**src/rtl/clz_norm_seq.sv**
```systemverilog
// Multi-cycle normaliser: scans the operand MSB-first through one CHUNK-wide
// leading-zero unit, accumulates the count, then left-shifts once.
module clz_norm_seq #(
  parameter int WIDTH = 32,
  parameter int CHUNK = 8,
  localparam int NCHUNK = WIDTH / CHUNK,
  localparam int CNT_W  = $clog2(WIDTH + 1)
) (
  input  logic             clk,
  input  logic             rst_n,
  input  logic             in_valid,
  output logic             in_ready,
  input  logic [WIDTH-1:0] in_data,
  output logic             out_valid,
  input  logic             out_ready,
  output logic [WIDTH-1:0] out_data,
  output logic [CNT_W-1:0] out_lz,
  output logic             out_zero,
  output logic             busy
);

  localparam int IDXW = (NCHUNK > 1) ? $clog2(NCHUNK) : 1;
  localparam int PW   = $clog2(CHUNK + 1);

  typedef enum logic [1:0] {IDLE, SCAN, SHIFT, DONE} state_t;

  state_t           state_q, state_d;
  logic [WIDTH-1:0] data_q,  data_d;
  logic [CNT_W-1:0] lz_q,    lz_d;
  logic [IDXW-1:0]  idx_q,   idx_d;
  logic             zero_q,  zero_d;

  logic [CHUNK-1:0] chunk;
  logic             vout;
  logic [PW-1:0]    pout;

  // Chunk selector: MSB-first window picked by the current index
  always_comb begin
    chunk = '0;
    for (int unsigned i = 0; i < NCHUNK; i++) begin
      if (idx_q == IDXW'(i)) chunk = data_q[WIDTH-1-i*CHUNK -: CHUNK];
    end
  end

  // Shared narrow leading-zero detector
  always_comb begin
    vout = 1'b0;
    pout = PW'(CHUNK);
    for (int unsigned i = 0; i < CHUNK; i++) begin
      if (!vout && chunk[CHUNK-1-i]) begin
        vout = 1'b1;
        pout = PW'(i);
      end
    end
  end

  always_comb begin
    state_d = state_q;
    data_d  = data_q;
    lz_d    = lz_q;
    idx_d   = idx_q;
    zero_d  = zero_q;
    unique case (state_q)
      IDLE: begin
        if (in_valid) begin
          data_d  = in_data;
          lz_d    = '0;
          idx_d   = '0;
          state_d = SCAN;
        end
      end
      SCAN: begin
        if (vout) begin
          lz_d    = lz_q + CNT_W'(pout);
          state_d = SHIFT;
        end else if (idx_q == IDXW'(NCHUNK - 1)) begin
          lz_d    = CNT_W'(WIDTH);
          zero_d  = 1'b1;
          data_d  = '0;
          state_d = DONE;
        end else begin
          lz_d  = lz_q + CNT_W'(CHUNK);
          idx_d = idx_q + IDXW'(1);
        end
      end
      SHIFT: begin
        data_d  = data_q << lz_q;
        zero_d  = 1'b0;
        state_d = DONE;
      end
      DONE: begin
        if (out_ready) state_d = IDLE;
      end
      default: state_d = IDLE;
    endcase
  end

  always_ff @(posedge clk or negedge rst_n) begin
    if (!rst_n) begin
      state_q <= IDLE;
      data_q  <= '0;
      lz_q    <= '0;
      idx_q   <= '0;
      zero_q  <= 1'b0;
    end else begin
      state_q <= state_d;
      data_q  <= data_d;
      lz_q    <= lz_d;
      idx_q   <= idx_d;
      zero_q  <= zero_d;
    end
  end

  assign in_ready  = (state_q == IDLE);
  assign out_valid = (state_q == DONE);
  assign busy      = (state_q != IDLE);
  assign out_data  = data_q;
  assign out_lz    = lz_q;
  assign out_zero  = zero_q;

endmodule

```
**config.mk**
```make
export PLATFORM = sky130hd
export DESIGN_NAME = clz_norm_seq
export DESIGN_NICKNAME = d
export VERILOG_FILES = /design/src/rtl/clz_norm_seq.sv
export SDC_FILE = /design/constraint.sdc
export NUM_CORES = 1
export LEC_CHECK = 0
export BUFFER_PORTS_ARGS = -buffer_cell sky130_fd_sc_hd__buf_4
export CORE_ASPECT_RATIO = 1.25
export CORE_UTILIZATION = 36
export DETAILED_ROUTE_END_ITERATION = 12
export RECOVER_POWER = 50
export SLEW_MARGIN = 5
export SYNTH_ARGS = -nofsm -noshare
export SYNTH_HDL_FRONTEND = slang
export SYNTH_SLANG_ARGS = --single-unit
```
**constraint.sdc**
```tcl
create_clock -name clk -period 3.6 [get_ports clk]
set_input_delay 0.72 -clock clk [delete_from_list [all_inputs] [get_ports clk]]
set_output_delay 0.72 -clock clk [all_outputs]
set_load 0.03 [all_outputs]
```
* Word level (Yosys, flattened, before mapping)
Cells that the tools add are included.
Storage, ports and cells: bits in registers 43, input bits 36, word-level logic and storage cells 86
Operators by class: add/subtract/negate cells 3, equal/unequal tests 12, shift operators 1, mux-type cells 40, reductions and logical operators 25
Operators by type and width (number):
- $mux W32 | 3
- $pmux W32 S3 | 1
- $mux W4 | 8
- $mux W8 | 4
- $shl A32 B6 Y32 | 1
- $mux W6 | 3
- $mux W2 | 7
- $pmux W6 S2 | 1
- $mux W1 | 10
- $eq A2 B2 Y1 const B | 4
- $ne A2 B2 Y1 const B | 4
- $pmux W2 S4 | 1
- $reduce_and A4 Y1 | 2
- $logic_and A1 B1 Y1 | 7
- $logic_not A1 Y1 | 7
- $add A6 B4 Y6 | 1
- $add A6 B4 Y6 const B | 1
- $reduce_and A3 Y1 | 2
- $reduce_bool A2 Y1 | 3
- $eq A2 B1 Y1 const B | 2
- $logic_not A2 Y1 | 2
- $pmux W2 S2 | 1
- $ne A3 B3 Y1 const B | 1
- $reduce_bool A3 Y1 | 1
- 4 further kinds | 4

* Longest topological paths before layout
depth after elaboration 30, gate-level depth with buffers 17, mapped depth without buffers 16

* Worst setup path after synthesis
No wires, ideal clock.
path kind register to register, start point register idx_q[1], end point register lz_q[4] (netlist: out_lz[4]), library setup time 0.121 ns, data arrival time 3.212 ns, required time 3.479 ns, path slack 0.267 ns, stages on the path, launching flop included 18, buffers on the path 1, period minus slack after synthesis 3.333 ns, path through dfrtp_1 -> inv_1 -> ha_1 -> buf_2 -> a211oi_1 -> a221oi_1 -> nor2b_1 -> o21ba_1 -> o21ba_1 -> o21ba_1 -> ha_1 -> inv_1 -> fa_1 -> inv_1 -> a21o_1 -> a21oi_1 -> a31o_1 -> a22o_1
Between the ends: longest elaborated chain between the ends 30, elaborated cells between the ends (all ways) 42, classes of those cells add/sub: 1; eq/ne: 3; mux: 23; reduce/logical: 15
RTL lines:
- start, declared | line 30 | logic [IDXW-1:0] idx_q, idx_d;
- start signal, assigned | line 109 | idx_q <= idx_d;
- $logic_not A2 Y1 | line 41 | if (idx_q == IDXW'(i)) chunk = data_q[WIDTH-1-i*CHUNK -: CHUNK];
- $mux W8 (4 in series) | line 41
- $mux W1 | line 50 | if (!vout && chunk[CHUNK-1-i]) begin
- $logic_not A1 Y1 | line 50
- $logic_and A1 B1 Y1 | line 50
- $mux W1 | line 50
- $logic_not A1 Y1 | line 50
- $logic_and A1 B1 Y1 | line 50
- [11 not listed]
- $logic_and A1 B1 Y1 | line 50
- $mux W1 | line 50
- $logic_not A1 Y1 | line 50
- $logic_and A1 B1 Y1 | line 50
- $mux W4 | line 50
- $add A6 B4 Y6 | line 74 | lz_d = lz_q + CNT_W'(pout);
- $mux W6 * | line 73 | if (vout) begin
- $pmux W6 S2 * | line 63 | unique case (state_q)
- end signal, assigned | line 108 | lz_q <= lz_d;
- end, declared | line 29 | logic [CNT_W-1:0] lz_q, lz_d;
Mark *: on every way between the ends. The rest lies on a longest branch, timed or not. A chain may end at the register's enable or synchronous reset.

* Worst setup path in the final report
start point register idx_q[0], end point register lz_q[5] (netlist: out_lz[5])
The elaborated chain is that of the path after synthesis.

==> results.py <==
metrics = {
    "clock_network": {
        "cts_setup_buffers": 0,
        "cts_made_buffers": 5,
        "cts-root-buf": "clkbuf_16",
        "cts_max_level": 2,
        "clock_sinks": 43,
        "cts.clk_slew.worst_paths_ps": 70,
        "cts_resized": 0,
        "clockBufferDepth": 2,
        "postCtsHoldBufs": 0,
        "cts_tree": "built",
        "clock_latency_ps": 300,
    },
    "pwr": {
        "p_switching_mw": 2.82,
        "p_per_area_mw_per_mm2": 1040,
        "power_switching_share": 0.510,
        "p_comb_frac": 0.712,
        "clkPwrFrac": 0.091,
        "p_leak_nw": 2.25,
        "p_int_mw": 2.70,
        "pwr-share-seq": 0.197,
        "ir_drop_v": 0.000846,
    },
    "synth": {
        "synth_ff_type": "dfrtp_1",
        "synth_top_area_cell": "dfrtp_1",
        "yosys_register_bits": 43,
        "syn-num-nets": 496,
        "netlist.area_leader.share": 0.245,
        "yosysWarnings": 0,
        "synth_cell_type_count": 60,
        "netlist_area_mm2": 0.00440,
        "syn_inst": 446,
        "async_reset_ff_frac": 1.00,
        "yosysSeqAreaShare": 0.245,
        "ys_top_cells_by_area": "dfrtp_1 (24%), mux4_2 (11%), mux2i_1 (8.4%)",
        "synth_edf_count": 0,
        "syn_avg_cell_area_um2": 9.87,
    },
    "detailed_routing": {
        "vias_per_cell": 6.16,
        "wirelength_um": 15500,
        "drc_errors": 0,
        "drt_iter0_drc": 374,
        "ant_nets": 0,
        "via_count": 4189,
        "dr.pass1.iters": 5,
        "post_drt_wl_per_cell_um": 22.8,
    },
    "floorplan": {
        "pin_count": 78,
        "dieArea_mm2": 0.0127,
        "die_x_um": 101,
        "core_mm2": 0.0118,
        "core.rowCount": 44,
        "die_h_um": 126,
        "initial_core_util": 0.374,
    },
    "timing": {
        "min_period_ps": 3380,
        "finalSetupTns_ps": 0,
        "tightestPinTransition_ps": 2510,
        "fin_skew_ps": 6.90,
        "rsz0062_at_grt": "no",
        "max_clock_freq_mhz": 296,
        "min_period_over_period": 0.938,
        "hold_violations": 0,
        "slew_violations": 44,
        "maxSlewHeadroom": -0.672,
        "setup_viol": 0,
    },
    "global_routing": {
        "antenna_found_initial": 0,
        "grtUsageTotal": 0.249,
        "overflow": 0,
        "grt_pass1_wl_um": 23800,
        "grt_pass1_vias": 4145,
        "grt_max_degree": 44,
    },
    "critical_path": {
        "worst-setup-path-type": "register to register",
        "required_ps": 3770,
        "crit_arrival_ps": 3550,
        "start_kind": "register",
        "critical_path.max_fanout": 16,
        "cp-end-kind": "register",
    },
    "worst_hold_path": {
        "hold_path.class": "register to register",
    },
    "cells_and_area": {
        "final_cell_mix": "buf_4 (75), dfrtp_1 (42), mux2i_1 (37)",
        "drive_above_1_share": 0.270,
        "fin_nets": 568,
        "antenna_cells": 0,
        "area_delta_synth_final_pct": 20.4,
        "multi_input_area_mm2": 0.00307,
        "stdcell_area_mm2": 0.00530,
        "fillerInstances": 1193,
        "final_common_cell": "buf_4",
        "fin_cells": 680,
        "fin_util": 0.450,
        "regArea_mm2": 0.00108,
    },
    "status": {
        "status": "finished with violations",
        "violations": "max-capacitance violations, max-slew violations",
    },
    "placed_design": {
        "placed_area_mm2": 0.00520,
        "port_buffers": 77,
        "dp.cells": 672,
        "dp_hpwl_um": 11400,
        "globalplace.congestion": 0.904,
    },
    "job": {
        "cap_viol_max_count": 1,
    },
}
## state kept, by name, summed over array words and instances, names as in the netlist
register and cells:
state_q 2, out_lz 6, out_data 32, out_zero 1, idx_q 2
## worst max-delay path, cell delays in order, from the launching register on
cell      delay, ps
dfrtp_1         450
inv_1           110
ha_2            350
a211oi_1         90
a221oi_1        360
buf_4           190
nor2_1           50
o31ai_1         180
and2_1          190
ha_1            250
a21o_1          180
a21oi_1         250
o21ai_0         170
nor2b_1         160
o221ai_1        190
nand3_1         110
## synthesized netlist by cell type (4+ instances only)
master     instances
a211oi_1          11
mux2_1            22
nand3b_1          10
nor3_1             5
nor3b_1            8
mux4_2            22
o21ai_0            7
a22o_1             6
ha_1              13
mux2i_1           37
a2bb2oi_1          6
inv_1             26
buf_2             11
a211o_1            4
mux2_4            14
mux2_2             8
o2bb2ai_1          7
a221oi_1          11
clkbuf_1          18
a21oi_1           16
nand2_1           28
dfrtp_1           43
nor2_1            31
o221ai_1          10
o21ai_1            9
nor2b_1            5
## final timing paths
kind / start / endpoint / cells after the start / slack [ps]
max in group asynchronous: rst_n / out_lz[0] / 1 / 790
hold reg to reg: out_zero / out_zero / 2 / 530
hold / removal: out_zero / out_zero / 2 / 530
setup / recovery: idx_q[0] / out_lz[5] / 15 / 220
min in group asynchronous: rst_n / out_lz[5] / 1 / 1200
setup reg to reg: idx_q[0] / out_lz[5] / 15 / 220
## layer usage
layer  vias up  GRT usage  part of all wire
met5         -          0                 0
met4         0      0.127             0.042
met3        48     0.0483             0.081
met2       240      0.374              0.46
met1      2052      0.340              0.41
li1       1849          -                 -
## power by group through the flow
stage | clock, mW | combinational (mW) | sequential (mW)
after global placement | 0 | 3.91 | 1.09
after global routing | 0.527 | 4.21 | 1.12
final | 0.501 | 3.93 | 1.09
after CTS | 0.509 | 3.98 | 1.08
after detailed placement | 0 | 3.95 | 1.09
after floorplan | 0 | 2.55 | 1.25
## through the flow
step                worst slack, ps  power, mW  hold WS (ps)
floorplan                       267       3.80           424
global placement                262       5.00           508
detailed placement              112       5.04           509
CTS                            65.8       5.56           457
global route                   12.9       5.85           562
finish                          224       5.52           528
## cell families after synthesis
| logic type | share of synthesized area |
|---|---|
| flops | 0.245 |
| xor+xnor | 0.00398 |
| fa+ha+maj | 0.0415 |
| simple gates | 0.127 |
| buf+inv | 0.0628 |
| mux | 0.321 |
| compound gates | 0.199 |
## layout make-up
| class | instances | share of cell area |
|---|---|---|
| clock buffer | 8 | 0.0295 |
| inverter | 29 | 0.0205 |
| multi-input combinational | 340 | 0.579 |
| sequential | 43 | 0.203 |
| tap | 161 | 0.0380 |
| timing repair buffer | 99 | 0.129 |
Power figures use the tool's default switching activity.
